--- src/rtl/mux_rr_nto1.sv ---
`default_nettype none
// ============================================================================
// Module   : mux_rr_nto1
// Purpose  : N-to-1 valid/ready stream merge with a registered output and a
//            round-robin or fixed-priority arbiter chosen by the mode pin.
// Revision : 1.0 - initial release
// ============================================================================
module mux_rr_nto1 #(
    parameter int WIDTH = 8,
    parameter int SEL_W = 2
) (
    input  logic                          clk,
    input  logic                          rst_n,
    input  logic [(2**SEL_W)*WIDTH-1:0]   in_data,
    input  logic [(2**SEL_W)-1:0]         in_valid,
    output logic [(2**SEL_W)-1:0]         in_ready,
    input  logic                          mode,
    output logic [WIDTH-1:0]              out_data,
    output logic [SEL_W-1:0]              out_sel,
    output logic                          out_valid,
    input  logic                          out_ready
);

    localparam int c_N = 2**SEL_W;

    logic [WIDTH-1:0] w_ch_data [c_N];

    logic [SEL_W-1:0] w_cand;
    logic [SEL_W-1:0] w_gnt_idx;
    logic [c_N-1:0]   w_gnt;
    logic             w_any_valid;
    logic             w_load_ok;
    logic             w_in_xfer;

    logic [WIDTH-1:0] r_out_data_q,  w_out_data_d;
    logic [SEL_W-1:0] r_out_sel_q,   w_out_sel_d;
    logic             r_out_valid_q, w_out_valid_d;
    logic [SEL_W-1:0] r_rr_ptr_q,    w_rr_ptr_d;

    generate
        for (genvar gi = 0; gi < c_N; gi++) begin : g_unpack
            assign w_ch_data[gi] = in_data[gi*WIDTH +: WIDTH];
        end
    endgenerate

    assign w_load_ok   = !r_out_valid_q || out_ready;
    assign w_any_valid = |in_valid;
    assign w_in_xfer   = w_any_valid && w_load_ok;

    // Scan offsets from farthest to nearest so the nearest valid candidate wins.
    // Fixed priority scans from index 0, round-robin from the pointer with wrap.
    always_comb begin
        w_cand    = '0;
        w_gnt_idx = '0;
        for (int off = c_N - 1; off >= 0; off--) begin
            w_cand = mode ? SEL_W'(off) : r_rr_ptr_q + SEL_W'(off);
            if (in_valid[w_cand]) begin
                w_gnt_idx = w_cand;
            end
        end
    end

    always_comb begin
        w_gnt            = '0;
        w_gnt[w_gnt_idx] = 1'b1;
        in_ready         = (rst_n && w_any_valid && w_load_ok) ? w_gnt : '0;
    end

    always_comb begin
        w_out_data_d  = r_out_data_q;
        w_out_sel_d   = r_out_sel_q;
        w_out_valid_d = r_out_valid_q;
        w_rr_ptr_d    = r_rr_ptr_q;
        if (w_in_xfer) begin
            w_out_data_d  = w_ch_data[w_gnt_idx];
            w_out_sel_d   = w_gnt_idx;
            w_out_valid_d = 1'b1;
            if (!mode) begin
                w_rr_ptr_d = w_gnt_idx + SEL_W'(1);
            end
        end else if (r_out_valid_q && out_ready) begin
            w_out_valid_d = 1'b0;
        end
    end

    always_ff @(posedge clk or negedge rst_n) begin
        if (!rst_n) begin
            r_out_data_q  <= '0;
            r_out_sel_q   <= '0;
            r_out_valid_q <= 1'b0;
            r_rr_ptr_q    <= '0;
        end else begin
            r_out_data_q  <= w_out_data_d;
            r_out_sel_q   <= w_out_sel_d;
            r_out_valid_q <= w_out_valid_d;
            r_rr_ptr_q    <= w_rr_ptr_d;
        end
    end

    assign out_data  = r_out_data_q;
    assign out_sel   = r_out_sel_q;
    assign out_valid = r_out_valid_q;

endmodule
`default_nettype wire

--- config.mk ---
export PLATFORM = sky130hd
export DESIGN_NAME = mux_rr_nto1
export DESIGN_NICKNAME = d
export VERILOG_FILES = /design/src/rtl/mux_rr_nto1.sv
export SDC_FILE = /design/constraint.sdc
export NUM_CORES = 1
export LEC_CHECK = 0
export ABC_AREA = 1
export CAP_MARGIN = 20
export CORE_ASPECT_RATIO = 0.8
export CORE_UTILIZATION = 40
export CTS_CLUSTER_SIZE = 8
export DETAILED_ROUTE_END_ITERATION = 6
export GPL_ROUTABILITY_DRIVEN = 0
export PLACE_DENSITY = 0.8
export SYNTH_ARGS = -nofsm -noshare
export SYNTH_HDL_FRONTEND = slang
export SYNTH_SLANG_ARGS = --single-unit
--- constraint.sdc ---
create_clock -name clk -period 1.8 [get_ports clk]
set_input_delay 0.18 -clock clk [delete_from_list [all_inputs] [get_ports clk]]
set_output_delay 0.18 -clock clk [all_outputs]
set_load 0.005 [all_outputs]
==> impl_results.md, run 1 <==
- Status: complete, but fails checks
- Violated checks: negative setup slack
- Syn Nets: 234
- Input/output buffers: 54
- Initial Util: 0.440
- Placed insts: 295
- WS Path Type: reg2out
- Vias: 1,479
- DRC viols: 0
- Synth top area cells: nand2_1 29%, dfrtp_1 29%, nand3_1 15%
- Mean post-synth cell area: 5.77 µm²
- Post-synthesis sequential area ratio: 0.291
- Fin Setup TNS: -1020 ps
- Setup WS pre-CTS: -611 ps
- DRT iter0 DRCs: 70
- Fmax: 504 MHz
- Clk_skew: ~11 ps
- Row count: 16
- Async SR Flop Fraction: 1.00
- Final WL: 3690 µm
- Area share of the largest cell type after synthesis: 0.295
- RSZ-0062 raised after global routing: yes
- DRT Pass-1 Iters: 4
- CTS buffer count: 3
- Post-layout util: 0.784
- Count leader, synth: nand2_1
- DIE AREA: approximately 3000 µm²
- CP Data Arrival Time: 1800 ps
- H-tree lvl count: 1
- Final non-filler cell total: 303
- Worst-path clk slew: 80 ps
- Clock sinks: 13
- Req. time, crit path: 1620 ps
- Worst Path Max Fanout: 5
- Vias per cell: 4.88
- Maximum vdd drop: 0.805 mV
- Leak: 0.00107 µW
- Reg2Reg Setup Slack: -90 ps
- Mapped Cells: 194
- Minimum clock period: 1980 ps
- Die Ht: 49.3 µm
- Tot GR Track Use: 0.263
- Area growth from synthesis to layout: 78.0%
- Die X: between 60 and 70 µm
- CP startpoint kind: flip-flop
- Diodes inserted: 0
- Nets: roughly 310
- Vias in the first global route: 1,403
- Yosys cell types: 19
- Clock Latency Late Sink: 270 ps
- Maximum Capacitance Violations: 0
- Antenna violations before repair: 0
- Setup-failing EPs final: 12
- Reg2reg start: r_rr_ptr_q[0]
- Rel. slew slack: 0.837
- Area of the core: 2540 µm²
- Final hold violation count: 0
- CTS root buf: clkbuf_4
- First-pass GRT wire length: 5950 µm
- Final Slew Violations: 0
- Tcrit/Tclk final: 1.10
- Yosys reg bits: 13
- I/O pins: 55
- Syn. warnings: 0
- Path depth of the worst reg2reg path: 15
- Post-DP HPWL: 2530 µm
- Reg-to-reg endpoint: out_data[4]
- Clock Path Buffers: 2
- CTS tree: done
- Fin worst setup slack: -184 ps
- Number of enable flip-flop cells after synthesis: 0
- Post-Syn Area: 1120 µm²
- Worst hold path class: in2async
- Commonest cells in the synthesized netlist: 88 x nand2_1, 34 x nand3_1, 31 x inv_1, 13 x dfrtp_1, 5 x nor2_1
- Avg WL per Cell: 12.2 µm
- Biggest area consumer among synthesized cells: nand2_1
- CP endpoint kind: output port
- Least-Margin Pin Slew: 243 ps
- Power density over cell area: 1130 nW/µm²
- Largest net degree at the start of global routing: 17
- Top_reg_cell synth: dfrtp_1
- Share of cells above drive strength 1: 0.262
- Post-route ant nets: 0
- Gr ovfl total: 0
[cell type report]
class | instances | area [µm²]
Inverter | 32 | 125
Fill cell | 202 | 549
Timing Repair Buffer | 75 | 684
Tap cell | 36 | 45.0
Clock buffer | 4 | 26.3
Multi-Input combinational cell | 143 | 786
Sequential cell | 13 | 327
[metal layers]
| metal | share of wire | GRT usage | vias up |
|---|---|---|---|
| met1 | 0.44 | 0.349 | 663 |
| li1 | - | - | 741 |
| met2 | 0.47 | 0.417 | 65 |
| met4 | 0.017 | 0.0720 | 0 |
| met3 | 0.071 | 0.0663 | 10 |
| met5 | 0 | 0 | - |
[per-stage QoR]
step	total power, µW	cell area (µm²)	hold WS, ps
after floorplan	1230	1120	-116
after global placement	1800	1800	463
after detailed placement	1810	1800	466
after CTS	2130	1920	241
after global routing	2430	1990	250
final	2260	1990	236
[what timing repair did]
item | in CTS | in global routing
setup buffers | 4 | 2
setup endpoints to repair | 12 | 12
gates resized for setup | 49 | 15
hold buffers | 0 | 0
pin swaps | 11 | 10
[placed cells by master (no fill, tap or decap)]
master / n
inv_2: 6
inv_1: 24
nand2_1: 75
nand3_4: 4
inv_4: 2
o21ai_1: 1
buf_4: 19
nand2_4: 8
buf_2: 4
clkbuf_1: 1
nor2_2: 1
dfrtp_2: 1
nand3_2: 7
dlygate4sd2_1: 1
nand2_2: 9
dfrtp_1: 12
nand3_1: 25
nor3_2: 2
buf_6: 2
nor4_1: 1
clkbuf_4: 3
clkdlybuf4s50_1: 49
nor2_4: 1
o21ai_0: 4
o21ai_2: 1
nor2_1: 4
[cells by family (layout without fill, tap and decap cells)]
kind of cell / after synthesis / in the layout / synth area share
AND/OR/NAND/NOR: 137 / 137 / 0.544
AO/OA/AOI/OAI: 6 / 6 / 0.0268
flip-flops: 13 / 13 / 0.291
buffers and inverters: 38 / 111 / 0.139
[how the worst max path moves through the flow]
stage | slack [ps] | cells after the start | end | from
finish | -180 | 11 | in_ready[0] | r_rr_ptr_q[0]
global route | -250 | 11 | in_ready[1] | r_rr_ptr_q[0]
global placement | -590 | 13 | in_ready[3] | mode
detailed placement | -610 | 13 | in_ready[3] | mode
floorplan | 160 | 11 | in_ready[2] | r_rr_ptr_q[0]
CTS | -130 | 10 | in_ready[1] | r_rr_ptr_q[0]
[registers in the layout, summed over array words and instances, names as in the netlist]
signal      flops
r_rr_ptr_q      2
out_data        8
out_valid       1
out_sel         2
[critical path: stages, from the launching register on]
cell and delay (ps):
dfrtp_2 490, inv_4 110, nand2_2 60, nand3_2 80
nand3_2 100, nand2_1 90, inv_1 50, nand2_2 70
nand2_4 70, buf_6 110, nor3_2 150, buf_2 140
[report_power, final]
group | switching, µW | internal [µW] | leakage [µW]
combinational | 825 | 743 | 0.000895
clock | 88.4 | 85.8 | 0.0000150
sequential | 94.5 | 419 | 0.000156
total | 1010 | 1250 | 0.00107
Note: power is estimated with default switching activity, not from simulation.
==> inputs of run 2 (changes only) <==
--- a/config.mk
+++ b/config.mk
@@ -8,11 +8,12 @@
 export ABC_AREA = 1
 export CAP_MARGIN = 20
 export CORE_ASPECT_RATIO = 0.8
-export CORE_UTILIZATION = 40
+export CORE_UTILIZATION = 52
 export CTS_CLUSTER_SIZE = 8
 export DETAILED_ROUTE_END_ITERATION = 6
+export DONT_BUFFER_PORTS = 1
 export GPL_ROUTABILITY_DRIVEN = 0
-export PLACE_DENSITY = 0.8
+export PLACE_DENSITY = 0.67
 export SYNTH_ARGS = -nofsm -noshare
 export SYNTH_HDL_FRONTEND = slang
 export SYNTH_SLANG_ARGS = --single-unit
==> run 2 against run 1 <==
  * The run still ends with negative setup slack left
  * Core utilization is 7.7 points lower
  * Design area fell by 31%
  * Global-route usage down 0.41 points
  * Final cell count down 24%
  * Clock skew shrank 8.0 ps
  * Total power shrank 15%
  * Clock-buffer cell count unchanged
  * Critical path depth is 1 higher
  * Via count decreased by 15%
  * First-iteration DRC count is 57% lower
  * Maximum frequency grew 6.4%
  * Critical path type unchanged
  * Critical endpoint is now in_ready[2]
==> impl_results.md, run 2 (same netlist as run 1, synthesis figures left out) <==
- Hold path start: out_ready
- Filler Cell Count: 169 (-16%)
- Crit-path slowest cell: dfrtp_2
- Sequential share of power: 0.274 (+0.047)
- Crit path launch: r_rr_ptr_q[0]
- CP Data Arrival Time: 1680 ps (-120 ps)
- DIE AREA: 2340 µm² (-22%)
- Net Sw Power: 929 µW (-7.8%)
- Input/output buffers: 0 (-100%)
- Final non-filler cell total: 230 (-24%)
- Reg-to-reg endpoint: out_data[4]
- Vias per cell: 5.46 (+12%)
- I/O pins: 55 (unchanged)
- Setup-failing EPs final: 6 (-6)
- Leak: 0.000800 µW (-25%)
- Row count: 14 (-2)
- Reg2Reg Setup Slack: -20 ps (+70 ps)
- Path depth of the worst reg2reg path: 15 (unchanged)
- Post-route ant nets: 0 (unchanged)
- Commonest non-fill, non-tap cell in the layout: nand2_1
- Final hold violation count: 0 (unchanged)
- CP endpoint kind: output port
- Nets: 247 (-20%)
- Worst Path Max Fanout: 5 (unchanged)
- Worst hold path class: in2reg
- Clk pwr share: 0.090 (+0.013)
- Die X: 53.9 µm (-12%)
- Crit path cell chain: inv_2, nor2_4, nand2_1, nand2_2, nand2_2, nand3_4, nand2_2, nand2_4, nand2_8, inv_6, nand2_4, nor2_4
- Logic pwr share: 0.636 (-0.059)
- First-pass GRT wire length: 4460 µm (-25%)
- Hold Path Depth: 1
- CTS tree: done
- Max stage delay on crit path: 420 ps (-70 ps)
- Max FFs per register: 8 (unchanged)
- H-tree lvl count: 1 (unchanged)
- Tot GR Track Use: 0.259 (-0.00408)
- Minimum clock period: 1860 ps (-120 ps)
- Violated checks: negative setup slack
- Vias: 1,256 (-15%)
- Area growth from synthesis to layout: 22.8%
- Initial Util: 0.576 (+0.135)
- Post-DP HPWL: 2160 µm (-15%)
- Final WL: 2950 µm (-20%)
- Area of the core: 1940 µm² (-24%)
- RSZ-0062 raised after global routing: yes
- Fin worst setup slack: -64.5 ps (+120 ps)
- Largest net degree at the start of global routing: 17 (unchanged)
- Req. time, crit path: 1620 ps (about the same)
- DRT iter0 DRCs: 30 (-57%)
- Maximum vdd drop: 0.822 mV (+2.1%)
- Least-Margin Pin Slew: 571 ps (+328 ps)
- Hold Path Sink: out_valid
- Most frequent cells in the layout: 78 x nand2_1, 30 x nand3_1, 27 x inv_1, 11 x nand2_2, 11 x dfrtp_1
- Setup WS pre-CTS: -0.614 ps (+610 ps)
- Power density over cell area: 1390 nW/µm² (+23%)
- Antenna violations before repair: 0 (unchanged)
- Clock sinks: 13 (unchanged)
- Vias in the first global route: 1,050 (-25%)
- Int Pwr: 981 µW (-21%)
- DRC viols: 0 (unchanged)
- Post-layout util: 0.707 (-0.0767)
- Reg2reg start: r_rr_ptr_q[0]
- Avg WL per Cell: 12.8 µm (+5.4%)
- Crit path top cell by count: nand2_2
- Placed insts: 218 (-26%)
- Fmax: 536 MHz (+6.4%)
- Gr ovfl total: 0 (unchanged)
- Status: complete, but fails checks
- CP Buf/Inv Count: 2 (-2)
- Share of cells above drive strength 1: 0.238 (-0.0243)
- CP startpoint kind: flip-flop
- Clk_skew: 2.77 ps (-8.00 ps)
- Sw frac: 0.486 (+0.0396)
- DRT Pass-1 Iters: 4 (unchanged)
- Clock Path Buffers: 2 (unchanged)
- Tcrit/Tclk final: 1.04 (-0.0666)
- Final Slew Violations: 0 (unchanged)
- Die Ht: 43.5 µm (-12%)
- Clock Latency Late Sink: 260 ps (about the same)
- CTS buffer count: 3 (unchanged)
- Family with the most delay on the worst path: simple AND/OR/NAND/NOR gates
- WS Path Type: reg2out
- Worst-path clk slew: 80 ps (about the same)
- Diodes inserted: 0 (unchanged)
- Maximum Capacitance Violations: 0 (unchanged)
- Rel. slew slack: 0.618 (-0.218)
- CTS root buf: clkbuf_4
## run 2: how the worst max path moves through the flow
stage | depth (start not counted) | to
after floorplan | 11 | in_ready[2]
after global placement | 10 | in_ready[3]
after detailed placement | 12 | in_ready[2]
after CTS | 12 | in_ready[2]
after global routing | 12 | in_ready[2]
final | 12 | in_ready[2]
## run 2: power groups by stage
stage	clock network (µW)	logic, µW	registers [µW]
after floorplan	0	730	502
after global placement	0	855	520
after detailed placement	0	886	520
after CTS	179	1130	516
after global routing	193	1340	552
final	173	1210	524
## run 2: repair_timing
action,CTS,global route
pin swaps,12,4
buffers inserted,7,1
endpoints found under the hold margin,13,0
hold buffers,1,0
endpoints found under the setup margin,5,12
resized for setup,28,10
## run 2: metrics by stage
stage               cell area, µm²  power, µW  hold WS, ps  TNS [ps]
detailed placement            1160       1410         -115    -0.614
CTS                           1340       1830         3.34      -445
finish                        1380       1910         10.9      -183
floorplan                     1120       1230         -116         0
global route                  1380       2080         1.08     -1320
global placement              1160       1380         -115         0
## run 2: final cells by class
type                            instances  area [µm²]  share of cell area
Multi-Input combinational cell        143         741               0.539
Sequential cell                        13         328               0.238
Inverter                               32         128              0.0928
Timing Repair Buffer                   14         123              0.0892
Tap cell                               24        30.0              0.0218
Clock buffer                            4        26.3              0.0191
## run 2: per-layer routing
metal  routed length (µm)  track usage
met3                  318       0.0281
met4                  100        0.121
met5                    0            0
met1                 1290        0.383
met2                 1240        0.368
